### config.mk
export PLATFORM = sky130hd
export DESIGN_NAME = lcl_axi_wr_burst_flat
export DESIGN_NICKNAME = d
export VERILOG_FILES = /design/src/rtl/lcl_axi_wr_burst_if.sv /design/src/rtl/lcl_axi_wr_burst.sv /design/src/flat_wrapper.sv
export SDC_FILE = /design/constraint.sdc
export NUM_CORES = 1
export LEC_CHECK = 0
export ABC_AREA = 1
export BUFFER_PORTS_ARGS = -buffer_cell sky130_fd_sc_hd__buf_4
export CORE_ASPECT_RATIO = 1.75
export CORE_MARGIN = 2
export CORE_UTILIZATION = 48
export CTS_CLUSTER_DIAMETER = 40
export DETAILED_ROUTE_END_ITERATION = 16
export GPL_TIMING_DRIVEN = 0
export PLACE_DENSITY = 0.67
export SETUP_SLACK_MARGIN = 0.4
export SLEW_MARGIN = 10
export SYNTH_ARGS = -nofsm -noshare
export SYNTH_HDL_FRONTEND = slang
export SYNTH_SLANG_ARGS = --single-unit
### constraint.sdc
create_clock -name clk -period 10.4 [get_ports clk]
set_clock_uncertainty 0.05 [all_clocks]
set_input_delay 0.52 -clock clk [delete_from_list [all_inputs] [get_ports clk]]
set_output_delay 0.52 -clock clk [all_outputs]
set_load 0.01 [all_outputs]
### src/rtl/lcl_axi_wr_burst_if.sv
// lcl_axi_wr_burst_if: bundles the local frame FIFO read port and the AXI4
// write channels (AW/W/B) used by lcl_axi_wr_burst.
//   master : burst engine view (pulls from the FIFO, drives AXI AW/W, accepts B)
//   slave  : FIFO + AXI memory view (testbench or interconnect side)
interface lcl_axi_wr_burst_if;
    // FIFO read port
    logic        f_ordy;
    logic        f_rdrq;
    logic        f_dv;
    logic [63:0] f_dout;
    logic        f_olast;
    // AXI4 write address
    logic        awvalid;
    logic        awready;
    logic [63:0] awaddr;
    logic [7:0]  awlen;
    logic [2:0]  awsize;
    logic [1:0]  awburst;
    logic [3:0]  awid;
    // AXI4 write data
    logic        wvalid;
    logic        wready;
    logic [63:0] wdata;
    logic [7:0]  wstrb;
    logic        wlast;
    // AXI4 write response
    logic        bvalid;
    logic        bready;
    logic [1:0]  bresp;

    modport master (
        input  f_ordy, f_dv, f_dout, f_olast,
        output f_rdrq,
        output awvalid, awaddr, awlen, awsize, awburst, awid,
        input  awready,
        output wvalid, wdata, wstrb, wlast,
        input  wready,
        input  bvalid, bresp,
        output bready
    );

    modport slave (
        output f_ordy, f_dv, f_dout, f_olast,
        input  f_rdrq,
        input  awvalid, awaddr, awlen, awsize, awburst, awid,
        output awready,
        input  wvalid, wdata, wstrb, wlast,
        output wready,
        output bvalid, bresp,
        input  bready
    );
endinterface

### src/rtl/lcl_axi_wr_burst.sv
// lcl_axi_wr_burst: drains one frame from the 64-bit local FIFO per start pulse,
// stages up to BURST_LEN words and writes them to host memory as AXI4 INCR
// bursts starting at base_addr. done pulses after the B response of the burst
// holding the frame's last word.
// Ports:
//   clk, rst_n      clock, async active-low reset
//   clr             synchronous abort (same effect as reset)
//   start/base_addr begin a frame at base_addr (BURST_LEN*8-byte aligned)
//   busy/done/err   frame in progress / completion pulse / sticky bad BRESP
//   bus             FIFO read port + AXI4 AW/W/B (master modport)
// Optional feature: define LCL_WR_BRESP_CHK_EN to trap non-OKAY BRESP in an
// ERR state (err=1, busy held) until clr/reset; otherwise bresp is ignored.
module lcl_axi_wr_burst #(
    parameter int unsigned BURST_LEN = 8,
    parameter int unsigned AXI_ID    = 0
) (
    input  logic                     clk,
    input  logic                     rst_n,
    input  logic                     clr,
    input  logic                     start,
    input  logic [63:0]              base_addr,
    output logic                     busy,
    output logic                     done,
    output logic                     err,
    lcl_axi_wr_burst_if.master       bus
);
    localparam int unsigned IDX_W = $clog2(BURST_LEN);
    localparam int unsigned CNT_W = 5;
    localparam logic [CNT_W-1:0] BLEN = CNT_W'(BURST_LEN);

`ifdef LCL_WR_BRESP_CHK_EN
    typedef enum logic [2:0] {S_IDLE, S_FILL, S_DRAIN, S_AW, S_W, S_B, S_ERR} state_t;
`else
    typedef enum logic [2:0] {S_IDLE, S_FILL, S_DRAIN, S_AW, S_W, S_B} state_t;
`endif

    state_t           state;
    logic [63:0]      cur_addr;
    logic [CNT_W-1:0] issued;
    logic [CNT_W-1:0] got;
    logic [CNT_W-1:0] wptr;
    logic             last_seen;
    logic [63:0]      buffer [BURST_LEN];
    logic             rdrq_c;
    logic             dv_take_c;

    // Read request: only while filling, FIFO ready, room left, frame not ended
    assign rdrq_c     = (state == S_FILL) && bus.f_ordy && (issued < BLEN) && !last_seen;
    assign bus.f_rdrq = rdrq_c;

    // A data-valid beyond the outstanding requests is dropped
    assign dv_take_c  = ((state == S_FILL) || (state == S_DRAIN)) && bus.f_dv && (got != issued);

`ifndef LCL_WR_BRESP_CHK_EN
    assign err = 1'b0;
    logic unused_bresp;
    assign unused_bresp = ^bus.bresp;
`endif

    // Staging buffer, written in arrival order
    always_ff @(posedge clk) begin
        if (dv_take_c) buffer[IDX_W'(got)] <= bus.f_dout;
    end

    // Frame/burst sequencer with registered AXI outputs
    always_ff @(posedge clk or negedge rst_n) begin
        if (!rst_n) begin
            state       <= S_IDLE;
            cur_addr    <= '0;
            issued      <= '0;
            got         <= '0;
            wptr        <= '0;
            last_seen   <= 1'b0;
            busy        <= 1'b0;
            done        <= 1'b0;
`ifdef LCL_WR_BRESP_CHK_EN
            err         <= 1'b0;
`endif
            bus.awvalid <= 1'b0;
            bus.awaddr  <= '0;
            bus.awlen   <= '0;
            bus.awsize  <= '0;
            bus.awburst <= '0;
            bus.awid    <= '0;
            bus.wvalid  <= 1'b0;
            bus.wdata   <= '0;
            bus.wstrb   <= '0;
            bus.wlast   <= 1'b0;
            bus.bready  <= 1'b0;
        end else if (clr) begin
            state       <= S_IDLE;
            cur_addr    <= '0;
            issued      <= '0;
            got         <= '0;
            wptr        <= '0;
            last_seen   <= 1'b0;
            busy        <= 1'b0;
            done        <= 1'b0;
`ifdef LCL_WR_BRESP_CHK_EN
            err         <= 1'b0;
`endif
            bus.awvalid <= 1'b0;
            bus.awaddr  <= '0;
            bus.awlen   <= '0;
            bus.awsize  <= '0;
            bus.awburst <= '0;
            bus.awid    <= '0;
            bus.wvalid  <= 1'b0;
            bus.wdata   <= '0;
            bus.wstrb   <= '0;
            bus.wlast   <= 1'b0;
            bus.bready  <= 1'b0;
        end else begin
            done <= 1'b0;
            if (dv_take_c) got <= got + 5'd1;

            unique case (state)
                S_IDLE: begin
                    if (start) begin
                        cur_addr  <= base_addr;
                        issued    <= '0;
                        got       <= '0;
                        wptr      <= '0;
                        last_seen <= 1'b0;
                        busy      <= 1'b1;
                        state     <= S_FILL;
                    end
                end
                S_FILL: begin
                    if (rdrq_c) begin
                        issued <= issued + 5'd1;
                        if (bus.f_olast) last_seen <= 1'b1;
                    end
                    if ((issued == BLEN) || last_seen) state <= S_DRAIN;
                end
                S_DRAIN: begin
                    // Wait for every requested word before opening the burst
                    if (got == issued) begin
                        bus.awvalid <= 1'b1;
                        bus.awaddr  <= cur_addr;
                        bus.awlen   <= 8'(issued - 5'd1);
                        bus.awsize  <= 3'd3;
                        bus.awburst <= 2'b01;
                        bus.awid    <= 4'(AXI_ID);
                        state       <= S_AW;
                    end
                end
                S_AW: begin
                    if (bus.awready) begin
                        bus.awvalid <= 1'b0;
                        bus.wvalid  <= 1'b1;
                        bus.wdata   <= buffer[0];
                        bus.wstrb   <= 8'hFF;
                        bus.wlast   <= (issued == 5'd1);
                        wptr        <= '0;
                        state       <= S_W;
                    end
                end
                S_W: begin
                    if (bus.wready) begin
                        if (bus.wlast) begin
                            bus.wvalid <= 1'b0;
                            bus.wlast  <= 1'b0;
                            bus.bready <= 1'b1;
                            state      <= S_B;
                        end else begin
                            // Preload the next beat so wdata stays registered
                            wptr      <= wptr + 5'd1;
                            bus.wdata <= buffer[IDX_W'(wptr + 5'd1)];
                            bus.wlast <= ((wptr + 5'd1) == (issued - 5'd1));
                        end
                    end
                end
                S_B: begin
                    if (bus.bvalid) begin
                        bus.bready <= 1'b0;
                        cur_addr   <= cur_addr + (64'(issued) << 3);
`ifdef LCL_WR_BRESP_CHK_EN
                        if (bus.bresp != 2'b00) begin
                            err   <= 1'b1;
                            state <= S_ERR;
                        end else
`endif
                        if (last_seen) begin
                            done  <= 1'b1;
                            busy  <= 1'b0;
                            state <= S_IDLE;
                        end else begin
                            issued <= '0;
                            got    <= '0;
                            wptr   <= '0;
                            state  <= S_FILL;
                        end
                    end
                end
`ifdef LCL_WR_BRESP_CHK_EN
                S_ERR: begin
                    state <= S_ERR;
                end
`endif
                default: state <= S_IDLE;
            endcase
        end
    end
endmodule

### src/flat_wrapper.sv
// flat-port wrapper written by rule: the top's interface ports become plain ports
module lcl_axi_wr_burst_flat 
#(
    parameter int unsigned BURST_LEN = 8,
    parameter int unsigned AXI_ID    = 0
)
  (clk, rst_n, clr, start, base_addr, busy, done, err, bus_f_ordy, bus_f_dv, bus_f_dout, bus_f_olast, bus_f_rdrq, bus_awvalid, bus_awaddr, bus_awlen, bus_awsize, bus_awburst, bus_awid, bus_awready, bus_wvalid, bus_wdata, bus_wstrb, bus_wlast, bus_wready, bus_bvalid, bus_bresp, bus_bready);
  lcl_axi_wr_burst_if bus_i ();
  input  logic clk;
  input  logic rst_n;
  input  logic clr;
  input  logic start;
  input  logic [63:0] base_addr;
  output logic busy;
  output logic done;
  output logic err;
  input wire logic [$bits(bus_i.f_ordy)-1:0] bus_f_ordy;
  input wire logic [$bits(bus_i.f_dv)-1:0] bus_f_dv;
  input wire logic [$bits(bus_i.f_dout)-1:0] bus_f_dout;
  input wire logic [$bits(bus_i.f_olast)-1:0] bus_f_olast;
  output wire logic [$bits(bus_i.f_rdrq)-1:0] bus_f_rdrq;
  output wire logic [$bits(bus_i.awvalid)-1:0] bus_awvalid;
  output wire logic [$bits(bus_i.awaddr)-1:0] bus_awaddr;
  output wire logic [$bits(bus_i.awlen)-1:0] bus_awlen;
  output wire logic [$bits(bus_i.awsize)-1:0] bus_awsize;
  output wire logic [$bits(bus_i.awburst)-1:0] bus_awburst;
  output wire logic [$bits(bus_i.awid)-1:0] bus_awid;
  input wire logic [$bits(bus_i.awready)-1:0] bus_awready;
  output wire logic [$bits(bus_i.wvalid)-1:0] bus_wvalid;
  output wire logic [$bits(bus_i.wdata)-1:0] bus_wdata;
  output wire logic [$bits(bus_i.wstrb)-1:0] bus_wstrb;
  output wire logic [$bits(bus_i.wlast)-1:0] bus_wlast;
  input wire logic [$bits(bus_i.wready)-1:0] bus_wready;
  input wire logic [$bits(bus_i.bvalid)-1:0] bus_bvalid;
  input wire logic [$bits(bus_i.bresp)-1:0] bus_bresp;
  output wire logic [$bits(bus_i.bready)-1:0] bus_bready;
  assign bus_i.f_ordy = bus_f_ordy;
  assign bus_i.f_dv = bus_f_dv;
  assign bus_i.f_dout = bus_f_dout;
  assign bus_i.f_olast = bus_f_olast;
  assign bus_f_rdrq = bus_i.f_rdrq;
  assign bus_awvalid = bus_i.awvalid;
  assign bus_awaddr = bus_i.awaddr;
  assign bus_awlen = bus_i.awlen;
  assign bus_awsize = bus_i.awsize;
  assign bus_awburst = bus_i.awburst;
  assign bus_awid = bus_i.awid;
  assign bus_i.awready = bus_awready;
  assign bus_wvalid = bus_i.wvalid;
  assign bus_wdata = bus_i.wdata;
  assign bus_wstrb = bus_i.wstrb;
  assign bus_wlast = bus_i.wlast;
  assign bus_i.wready = bus_wready;
  assign bus_i.bvalid = bus_bvalid;
  assign bus_i.bresp = bus_bresp;
  assign bus_bready = bus_i.bready;
  lcl_axi_wr_burst #(.BURST_LEN(BURST_LEN), .AXI_ID(AXI_ID)) u_core (.clk(clk), .rst_n(rst_n), .clr(clr), .start(start), .base_addr(base_addr), .busy(busy), .done(done), .err(err), .bus(bus_i));
endmodule
Word-level counts from Yosys, hierarchy flattened
Memories as Yosys holds them, arrays and structs flattened.
Index checks and enable logic that the tools add are counted.
{ "totals": {"output_inout_bits": 161, "mem_bits_rw": 512, "n_memories": 1, "reg_bits": 242, "input_bits": 140, "elab_cells": 170} }
{ "memory_table": {"columns": ["memory", "depth", "word_bits", "rd", "rd_ports_with_merged_regs", "wr", "line_no", "source"], "rows": [
  ["u_core.buffer", 8, 64, 2, 0, 1, "lcl_axi_wr_burst.sv:43", "logic [63:0] buffer [BURST_LEN];"]
]} }
{ "classes": {"n_addsub": 6, "eq_ne": 22, "n_reduce_logical": 33, "muxes": 88, "order_cmp": 1} }
{ "op_table": {"columns": ["operator", "count"], "rows": [
  ["$mux 64", 10],
  ["$pmux 64 s2", 2],
  ["$mux 5", 14],
  ["$add 64x8->64", 1],
  ["$mux 8", 6],
  ["$mux 1", 30],
  ["$mux 3", 10],
  ["$ne 3x3->1 const B", 10],
  ["$pmux 5 s4", 1],
  ["$reduce_and 4->1", 5],
  ["$pmux 3 s6", 1],
  ["$add 5x1->5 const B", 3],
  ["$pmux 5 s3", 1],
  ["$reduce_bool 3->1", 5],
  ["$reduce_and 7->1", 2],
  ["$mux 4", 3],
  ["$pmux 1 s2", 6],
  ["$eq 5x5->1", 2],
  ["$pmux 5 s2", 1],
  ["$reduce_and 3->1", 3],
  ["$reduce_bool 2->1", 4],
  ["$eq 3x2->1 const B", 2],
  ["$eq 3x3->1 const B", 2],
  ["$mux 2", 3],
  ["other kinds (16)", 23]
]} }

Longest topological paths before layout
Gate-level depths: netlist of run 1.
{ "depth": {"ltp_word": 9, "depth_mapped": 14, "depth_no_buf": 14} }

Worst setup path before layout of run 1
OpenSTA, ideal clock, no wires.
{ "synth_timing": {"path_kind": "reg-to-reg", "start": "reg u_core.state[1]", "end": "mem u_core.buffer[6][0], enable pin", "slack_ns": 4.231, "stages_incl_launch_ff": 10, "n_path_buf": 0, "required_time_ns": 9.785, "period_less_slack_ns": 6.169, "t_arrival_ns": 5.554, "setup_ns": 0.565, "path_cell_list": "dfrtp_1 inv_1 nand2_2 nor2_1 inv_1 nand2_1 nand2_1 nor2_2 nand2_1 nor3_1"} }
{ "synth_between": {"elab_chain_len": 6, "elab_cells_between_ends": 7, "cone_classes": "2 x eq/ne; 2 x mux; 3 x reduce/logical"} }
{ "synth_rtl": {"columns": ["element", "line_no", "source"], "rows": [
  ["start, declared", "lcl_axi_wr_burst.sv:37", "state_t state;"],
  ["start signal, assigned", "lcl_axi_wr_burst.sv:68", "state <= S_IDLE;"],
  ["start signal, assigned", "lcl_axi_wr_burst.sv:91", "state <= S_IDLE;"],
  ["start signal, assigned", "lcl_axi_wr_burst.sv:126", "state <= S_FILL;"],
  ["$eq 3x1->1 or $eq 3x2->1 (tied branches)", "lcl_axi_wr_burst.sv:52", "assign dv_take_c = ((state == S_FILL) || (state == S_DRAIN)) && bus.f_dv && (got != issued);"],
  ["$logic_or 1x1->1 *", "lcl_axi_wr_burst.sv:52", null],
  ["$logic_and 1x1->1 * (2 in series)", "lcl_axi_wr_burst.sv:52", null],
  ["$mux 1 *", "lcl_axi_wr_burst.sv:62", "if (dv_take_c) buffer[IDX_W'(got)] <= bus.f_dout;"],
  ["$mux 1 (not written as such) *", "lcl_axi_wr_burst.sv:62", null],
  ["end, declared", "lcl_axi_wr_burst.sv:43", null]
]} }
Mark *: on every way between the ends. The rest lies on a longest branch, timed or not.

Worst setup path after layout of run 1
{ "layout_timing": {"start": "reg u_core.issued[0]", "end": "reg u_core.cur_addr[55]"} }
{ "layout_between": {"elab_chain_len": 4} }
{ "layout_rtl": {"columns": ["element", "line_no", "source"], "rows": [
  ["start, declared", "lcl_axi_wr_burst.sv:39", "logic [CNT_W-1:0] issued;"],
  ["start signal, assigned", "lcl_axi_wr_burst.sv:131", "issued <= issued + 5'd1;"],
  ["$add 64x8->64", "lcl_axi_wr_burst.sv:177", "cur_addr <= cur_addr + (64'(issued) << 3);"],
  ["$mux 64", "lcl_axi_wr_burst.sv:175", "if (bus.bvalid) begin"],
  ["$pmux 64 s2", "lcl_axi_wr_burst.sv:117", "unique case (state)"],
  ["$mux 64", "lcl_axi_wr_burst.sv:90", "end else if (clr) begin"],
  ["end signal, assigned", "lcl_axi_wr_burst.sv:120", "cur_addr <= base_addr;"],
  ["end signal, assigned", "lcl_axi_wr_burst.sv:177", null],
  ["end, declared", "lcl_axi_wr_burst.sv:38", "logic [63:0] cur_addr;"]
]} }
No other way between the ends. The select of a mux whose other input is x is not followed.
A chain may end at the register's enable or synchronous reset.

==> metrics.md, run 1 <==
| Metric | Value |
|---|---|
| Status | complete, no violations |
| Post-synth EDFFs | 512 |
| Fill cell count | 5,332 |
| Num CTS Buffers | 75 |
| Synth area leaders | edfxtp_1, dfrtp_1, o21ai_0, nor2_1, nand2_1 |
| Max transition margin | 0.3590 |
| Max Clk Rate | 278.6 MHz |
| Total global-route track usage | 0.3314 |
| Die area | 67,280 µm² |
| Global-route wire length before repair | 162.2 mm |
| Detail Placement HPWL | 81.92 mm |
| Reg clk slew, reported paths | 60 ps |
| WL/cell | 26.90 µm |
| Die X | 196.9 µm |
| Crit path time final | 3589 ps |
| Max Cap Viol | 0 |
| Share of the synthesized area in the top cell type | 0.4917 |
| Worst-margin pin slew | 961.6 ps |
| CTS tree | done |
| # nets final | 3,438 |
| Starting Density | 0.4861 |
| Post-DRT Antenna Nets | 0 |
| Leading area contributor after synthesis | edfxtp_1 |
| Area growth syn-to-layout | 21.14% |
| Largest net degree at the start of global routing | 106 |
| Ports | 301 |
| Primary FF master, synth | edfxtp_1 |
| Post-Syn Area | 31,270 µm² |
| CTS H-tree depth | 3 |
| Max VDD drop | 0.1886 mV |
| Startpoint type of the worst setup path | flip-flop |
| Routed via count | 25.07k |
| Hold Crit Class | in2reg |
| Number of global-route vias before repair | 25.09k |
| Mean post-synth cell area | 10.85 µm² |
| Unrepaired setup endpoints after global routing | no |
| Crit path max fanout | 9 |
| DRC | 0 |
| Design area | 37,880 µm² |
| RD Place Congestion | 1.018 |
| Final period util | 0.3451 |
| Port bufs | 291 |
| Critical path class | reg2reg |
| Type of element capturing the critical path | flip-flop |
| Synth async-reset ratio | 0.3053 |
| Pwr dens | 240.3 nW/µm² |
| Data arrival, critical path | 4040 ps |
| #FFs+latches synth | 737 |
| GR Overflow Total | 0 |
| Post-Synthesis Cells | 2,881 |
| Register area | 21,010 µm² |
| Total wire length | 112.1 mm |
| Final hold violations | 0 |
| Max Slew Vio Count | 0 |
| Initial antenna violation count | 7 |
| Worst hold margin | 54.71 ps |
| Layout cells sized above 1 | 0.1687 |
| Clock Latency Late Sink | 650 ps |
| Worst Path Required | 10,850 ps |
| Core area | 64,330 µm² |
| FP Rows | 123 |
| Initial drt markers | 2,310 |
| Clk buf depth | 3 |
| Leakage power | 14.41 nW |
| Avg Vias per Cell | 6.018 |
| Setup Viol. Count Final | 0 |
| Die span in y | 341.6 µm |
| Setup bufs post-CTS | 0 |
| Area of the multi-input gates | 8962 µm² |
| Register area share after synthesis | 0.6717 |
| Yosys Warn Count | 0 |
| Instance area at placement | 35,100 µm² |
| Sink Count | 737 |
| Synth cell types | 45 |
| First drt pass iteration count | 7 |
| Root buf cell | clkbuf_16 |
==> worst paths after layout <==
check                                   start                   end  slack [ps]  depth (start not counted)
hold reg to reg            u_core.bus.awvalid    u_core.bus.awvalid         450                          2
setup reg to reg             u_core.issued[0]   u_core.cur_addr[55]        6810                         13
hold / removal                 bus_f_dout[18]  u_core.buffer[7][18]          50                          1
setup / recovery             u_core.issued[0]   u_core.cur_addr[55]        6810                         13
min in group asynchronous               rst_n   u_core.cur_addr[25]         310                          2
max in group asynchronous               rst_n  u_core.bus.wdata[54]        8580                          4
==> timing repair <==
action                    CTS  global route
hold endpoints to repair   36             0
hold buffers                1             0
resized for setup           0             0
==> per-stage QoR <==
step / setup WS (ps) / TNS, ps / utilization / cells / total power (W)
after global routing: 6766 / 0 / 0.5888 / 4164 / 0.009442
after floorplan: 4231 / 0 / - / 2887 / 0.004957
after global placement: -747.1 / -46420 / 0.5362 / 3990 / 0.006069
after CTS: 6896 / 0 / 0.5887 / 4161 / 0.009103
after detailed placement: 6900 / 0 / 0.5456 / 4020 / 0.006126
final: 6811 / 0 / 0.5888 / 4166 / 0.009102
==> final cells by class <==
class,count,area share
diodes,5,0.0003303
plain buffers,183,0.02289
clock buffers,95,0.05536
clock inverters,45,0.01754
inverters,137,0.01361
multi-input cells,1830,0.2366
flip-flops and latches,737,0.5545
well taps,812,0.02682
repair buffers,322,0.07234
==> state kept, by name, indices dropped and copies added (netlist names) <==
signal / count
u_core.buffer: 512
u_core.bus.awaddr: 64
u_core.bus.awlen: 6
u_core.bus.awsize: 1
u_core.bus.awvalid: 1
u_core.bus.bready: 1
u_core.bus.wdata: 64
u_core.bus.wlast: 1
u_core.bus.wstrb: 1
u_core.bus.wvalid: 1
u_core.busy: 1
u_core.cur_addr: 64
u_core.done: 1
u_core.got: 5
u_core.issued: 5
u_core.last_seen: 1
u_core.state: 3
u_core.wptr: 5
==> synth_stat cells (9+ instances only) <==
master and count:
o22ai_1 128, clkbuf_1 89, o21ai_1 9, a31oi_1 57
nor3_1 11, inv_1 125, buf_1 15, a41oi_1 10
nand2_1 322, nand3_1 178, a21oi_1 99, inv_2 11
dfrtp_1 225, a22oi_1 75, buf_4 30, xor2_1 9
ha_1 11, nand4_1 26, edfxtp_1 512, o21ai_0 386
buf_2 47, nor2_1 462
==> metal layers <==
metal	up-vias	wire, µm	share of wire	track usage
li1	11125	-	-	-
met1	12260	37580	0.34	0.3542
met2	1350	58120	0.52	0.5961
met3	330	8170	0.073	0.05874
met4	6	8157	0.073	0.2198
met5	-	37	0.00033	0
==> cells by family (layout without fill, tap and decap cells) <==
group	after synthesis	count (layout)	synth area share
buffers and inverters	320	782	0.04421
and+or+nand+nor	1020	1020	0.1348
other	1	12	0.0001199
xor gates and xnor gates	13	13	0.003641
AOI/OAI and AO/OA	778	778	0.1404
adders and majority gates	12	12	0.005042
DFF	737	737	0.6717
==> placed cells by master, fill, tap and decap left out, drive strengths merged, types with 2 or more instances in the layout <==
| cell type | Yosys | routed |
|---|---|---|
| o22ai | 128 | 128 |
| clkinvlp | 0 | 8 |
| and2 | 3 | 3 |
| a22oi | 75 | 75 |
| nor3 | 13 | 13 |
| inv | 136 | 144 |
| nor2 | 469 | 469 |
| a21oi | 101 | 101 |
| dfrtp | 225 | 225 |
| o21ai | 395 | 395 |
| or2 | 2 | 2 |
| a31oi | 57 | 57 |
| nand2 | 326 | 326 |
| o211ai | 4 | 4 |
| ha | 11 | 11 |
| o21a | 4 | 4 |
| xor2 | 9 | 9 |
| diode | 0 | 5 |
| nand4 | 26 | 26 |
| bufinv | 0 | 13 |
| buf | 93 | 414 |
| edfxtp | 512 | 512 |
| a41oi | 10 | 10 |
| xnor2 | 4 | 4 |
| clkbuf | 90 | 185 |
| clkinv | 1 | 17 |
| conb | 1 | 7 |
| nand3 | 179 | 179 |
==> power by group <==
part	leakage, nW	internal, W	switching, W
combinational	5.59	0.000756	0.00148
clock	1.33	0.00178	0.00122
sequential	7.50	0.00351	0.000347
==> worst max-delay path, stage by stage, from the launching register on <==
cell	delay, ps
dfrtp_1	590
ha_1	250
inv_1	60
fa_1	370
inv_1	150
nand2_1	110
nand2_1	80
nand3_1	230
nand2_1	420
nand3_1	290
nor2_1	530
nand3_1	130
nand3_1	120
a21oi_1	80
Power figures use the tool's default switching activity.
==> run 2, diff against run 1 <==
- clock period: 10.4 -> 3.36 ns (I/O delays scaled with it)
==> metrics.md, run 2 (same netlist as run 1, synthesis figures left out) <==
| Metric | Value |
|---|---|
| Core area | 64,330 µm² (unchanged) |
| CP cell instances | buf_2 > buf_2 > buf_2 > buf_1 > nor2_1 > o22ai_1 > nand2_1 > a41oi_1 (was ha_1 > inv_1 > fa_1 > inv_1 > nand2_1 > nand2_1 > nand3_1 > nand2_1 > nand3_1 > nor2_1 > nand3_1 > nand3_1 > a21oi_1) |
| Ports | 301 (unchanged) |
| Max Cap Viol | 0 (unchanged) |
| Starting Density | 0.4861 (unchanged) |
| Post-DRT Antenna Nets | 0 (unchanged) |
| Max Clk Rate | 350.2 MHz (was 278.6 MHz) |
| Slowest CP cell | buf_1 (was dfrtp_1) |
| Die X | 196.9 µm (unchanged) |
| Post-Route Utilization | 0.6146 (was 0.5888) |
| Reg-to-Reg End | u_core.bus.wdata[58] (was u_core.cur_addr[55]) |
| Crit path to | u_core.bus.wdata[58] (was u_core.cur_addr[55]) |
| Clk buf depth | 3 (unchanged) |
| Initial drt markers | 2,298 (was 2,310) |
| Num CTS Buffers | 78 (was 75) |
| Die area | 67,280 µm² (unchanged) |
| R2r setup slk | 500 ps (was 6810 ps) |
| Type of element capturing the critical path | flip-flop (unchanged) |
| Leakage power | 15.13 nW (was 14.41 nW) |
| WL/cell | 26.81 µm (was 26.90 µm) |
| Max FFs per register | 512 (unchanged) |
| # nets final | 3,592 (was 3,438) |
| CTS H-tree depth | 3 (unchanged) |
| Pwr dens | 715.0 nW/µm² (was 240.3 nW/µm²) |
| Non-Filler Instances | 4,319 (was 4,166) |
| Worst hold margin | 28.29 ps (was 54.71 ps) |
| Root buf cell | clkbuf_16 (unchanged) |
| Data arrival, critical path | 3370 ps (was 4040 ps) |
| Most frequent cells in the layout | edfxtp_1, nor2_1, o21ai_0, buf_4, nand2_1 (unchanged) |
| Worst Path Required | 3870 ps (was 10,850 ps) |
| Worst-margin pin slew | 1090 ps (was 961.6 ps) |
| Setup Viol. Count Final | 0 (unchanged) |
| Critical path depth in cells | 8 (was 13) |
| Worst setup path start | u_core.wptr[0] (was u_core.issued[0]) |
| Final hold violations | 0 (unchanged) |
| DRC | 0 (unchanged) |
| RD Place Congestion | 0.9730 (was 1.018) |
| Detail Placement HPWL | 83.36 mm (was 81.92 mm) |
| Max transition margin | 0.2731 (was 0.3590) |
| Startpoint type of the worst setup path | flip-flop (unchanged) |
| Register-to-Register Path Depth | 8 (was 13) |
| Reg clk slew, reported paths | 70 ps (was 60 ps) |
| Hold Crit Class | in2async (was in2reg) |
| Number of global-route vias before repair | 26.21k (was 25.09k) |
| Initial antenna violation count | 2 (was 7) |
| Critical path class | reg2reg (unchanged) |
| Max Slew Vio Count | 0 (unchanged) |
| Area growth syn-to-layout | 26.44% (was 21.14%) |
| GR Overflow Total | 0 (unchanged) |
| Worst Path Buf+Inv | 4 (was 2) |
| Max VDD drop | 0.5806 mV (was 0.1886 mV) |
| Sink Count | 737 (unchanged) |
| RR Startpoint | u_core.wptr[0] (was u_core.issued[0]) |
| Total wire length | 115.8 mm (was 112.1 mm) |
| Largest Register | u_core.buffer (unchanged) |
| Layout cells sized above 1 | 0.1766 (was 0.1687) |
| Avg Vias per Cell | 5.990 (was 6.018) |
| Pre-CTS setup slack | -149.7 ps (was 6900 ps) |
| Total global-route track usage | 0.3416 (was 0.3314) |
| CP most frequent cell | buf_2 (was nand3_1) |
| Unrepaired setup endpoints after global routing | no (unchanged) |
| # placed instances | 4,018 (was 4,020) |
| Global-route wire length before repair | 166.5 mm (was 162.2 mm) |
| Largest net degree at the start of global routing | 103 (was 106) |
| Routed via count | 25.87k (was 25.07k) |
| Status | complete, no violations (unchanged) |
| CTS tree | done (unchanged) |
| Crit path max fanout | 10 (was 9) |
| Final period util | 0.8498 (was 0.3451) |
| Fill cell count | 5,187 (was 5,332) |
| First drt pass iteration count | 6 (was 7) |
| Crit path time final | 2855 ps (was 3589 ps) |
| Crit-path max cell delay | 630 ps (was 590 ps) |
| Die span in y | 341.6 µm (unchanged) |
| PnR worst setup slack | 504.5 ps (was 6811 ps) |
| Clock Latency Late Sink | 650 ps (about the same) |
| Port bufs | 291 (unchanged) |
| Cell family with most CP delay | buffers and inverters (was simple AND/OR/NAND/NOR gates) |
| FP Rows | 123 (unchanged) |
| Commonest non-fill, non-tap cell in the layout | edfxtp_1 (unchanged) |
run 2: worst reg2reg max path, stage by stage, from the launching register on:
cell and delay, ps:
dfrtp_1 360, buf_2 280, buf_2 370, buf_2 440, buf_1 640, nor2_1 120, o22ai_1 240, nand2_1 80
a41oi_1 190
run 2: layout make-up:
cell class	count	area (µm²)	share of cell area
tap	812	1016	0.02570
timing repair buffer	473	4294	0.1086
clock inverter	53	700.7	0.01772
antenna	1	2.502	0.00006329
multi-input combinational	1830	9079	0.2296
inverter	137	515.5	0.01304
clock buffer	93	2049	0.05184
sequential	737	21010	0.5313
buffer	183	873.3	0.02209
run 2: worst min path at each step:
stage	cells past startpoint	end	startpoint
floorplan	0	u_core.bus.awaddr[0]	rst_n
global placement	1	u_core.buffer[6][33]	bus_f_dout[33]
detailed placement	1	u_core.bus.awaddr[36]	rst_n
CTS	2	u_core.bus.awaddr[33]	rst_n
finish	2	u_core.bus.awaddr[35]	rst_n
global route	2	u_core.bus.awaddr[35]	rst_n
run 2: repair_timing:
action / CTS / global route
endpoints found under the setup margin: 115 / 109
pin swaps: 3 / 8
hold endpoints to repair: 715 / 0
setup buffers: 3 / 16
gates cloned: 0 / 0
gates resized for setup: 17 / 17
hold buffers: 135 / 0
run 2: routing by layer:
| layer | share of wire | track usage | wire length (µm) | vias up |
|---|---|---|---|---|
| li1 | - | - | - | 11430 |
| met1 | 0.34 | 0.3630 | 38790 | 12678 |
| met2 | 0.52 | 0.6173 | 60020 | 1402 |
| met3 | 0.071 | 0.05312 | 8188 | 356 |
| met4 | 0.076 | 0.2370 | 8768 | 4 |
| met5 | 0.00021 | 0 | 24 | - |
run 2: per-stage QoR:
| step | setup TNS, ps | power (W) | cell area [µm²] |
|---|---|---|---|
| 2_1_floorplan | 0 | 0.01536 | 31350 |
| 6_report | 0 | 0.02827 | 39540 |
| 5_1_grt | 0 | 0.02932 | 39540 |
| 3_5_place_dp | -361.0 | 0.01894 | 35190 |
| 4_1_cts | 0 | 0.02819 | 39370 |
| 3_3_place_gp | -721110 | 0.01873 | 34550 |
run 2: power breakdown:
group	switching (W)	total, W	internal (W)
sequential	0.00106	0.0119	0.0109
clock	0.00397	0.00920	0.00522
combinational	0.00463	0.00714	0.00251
total	0.00967	0.0283	0.0186
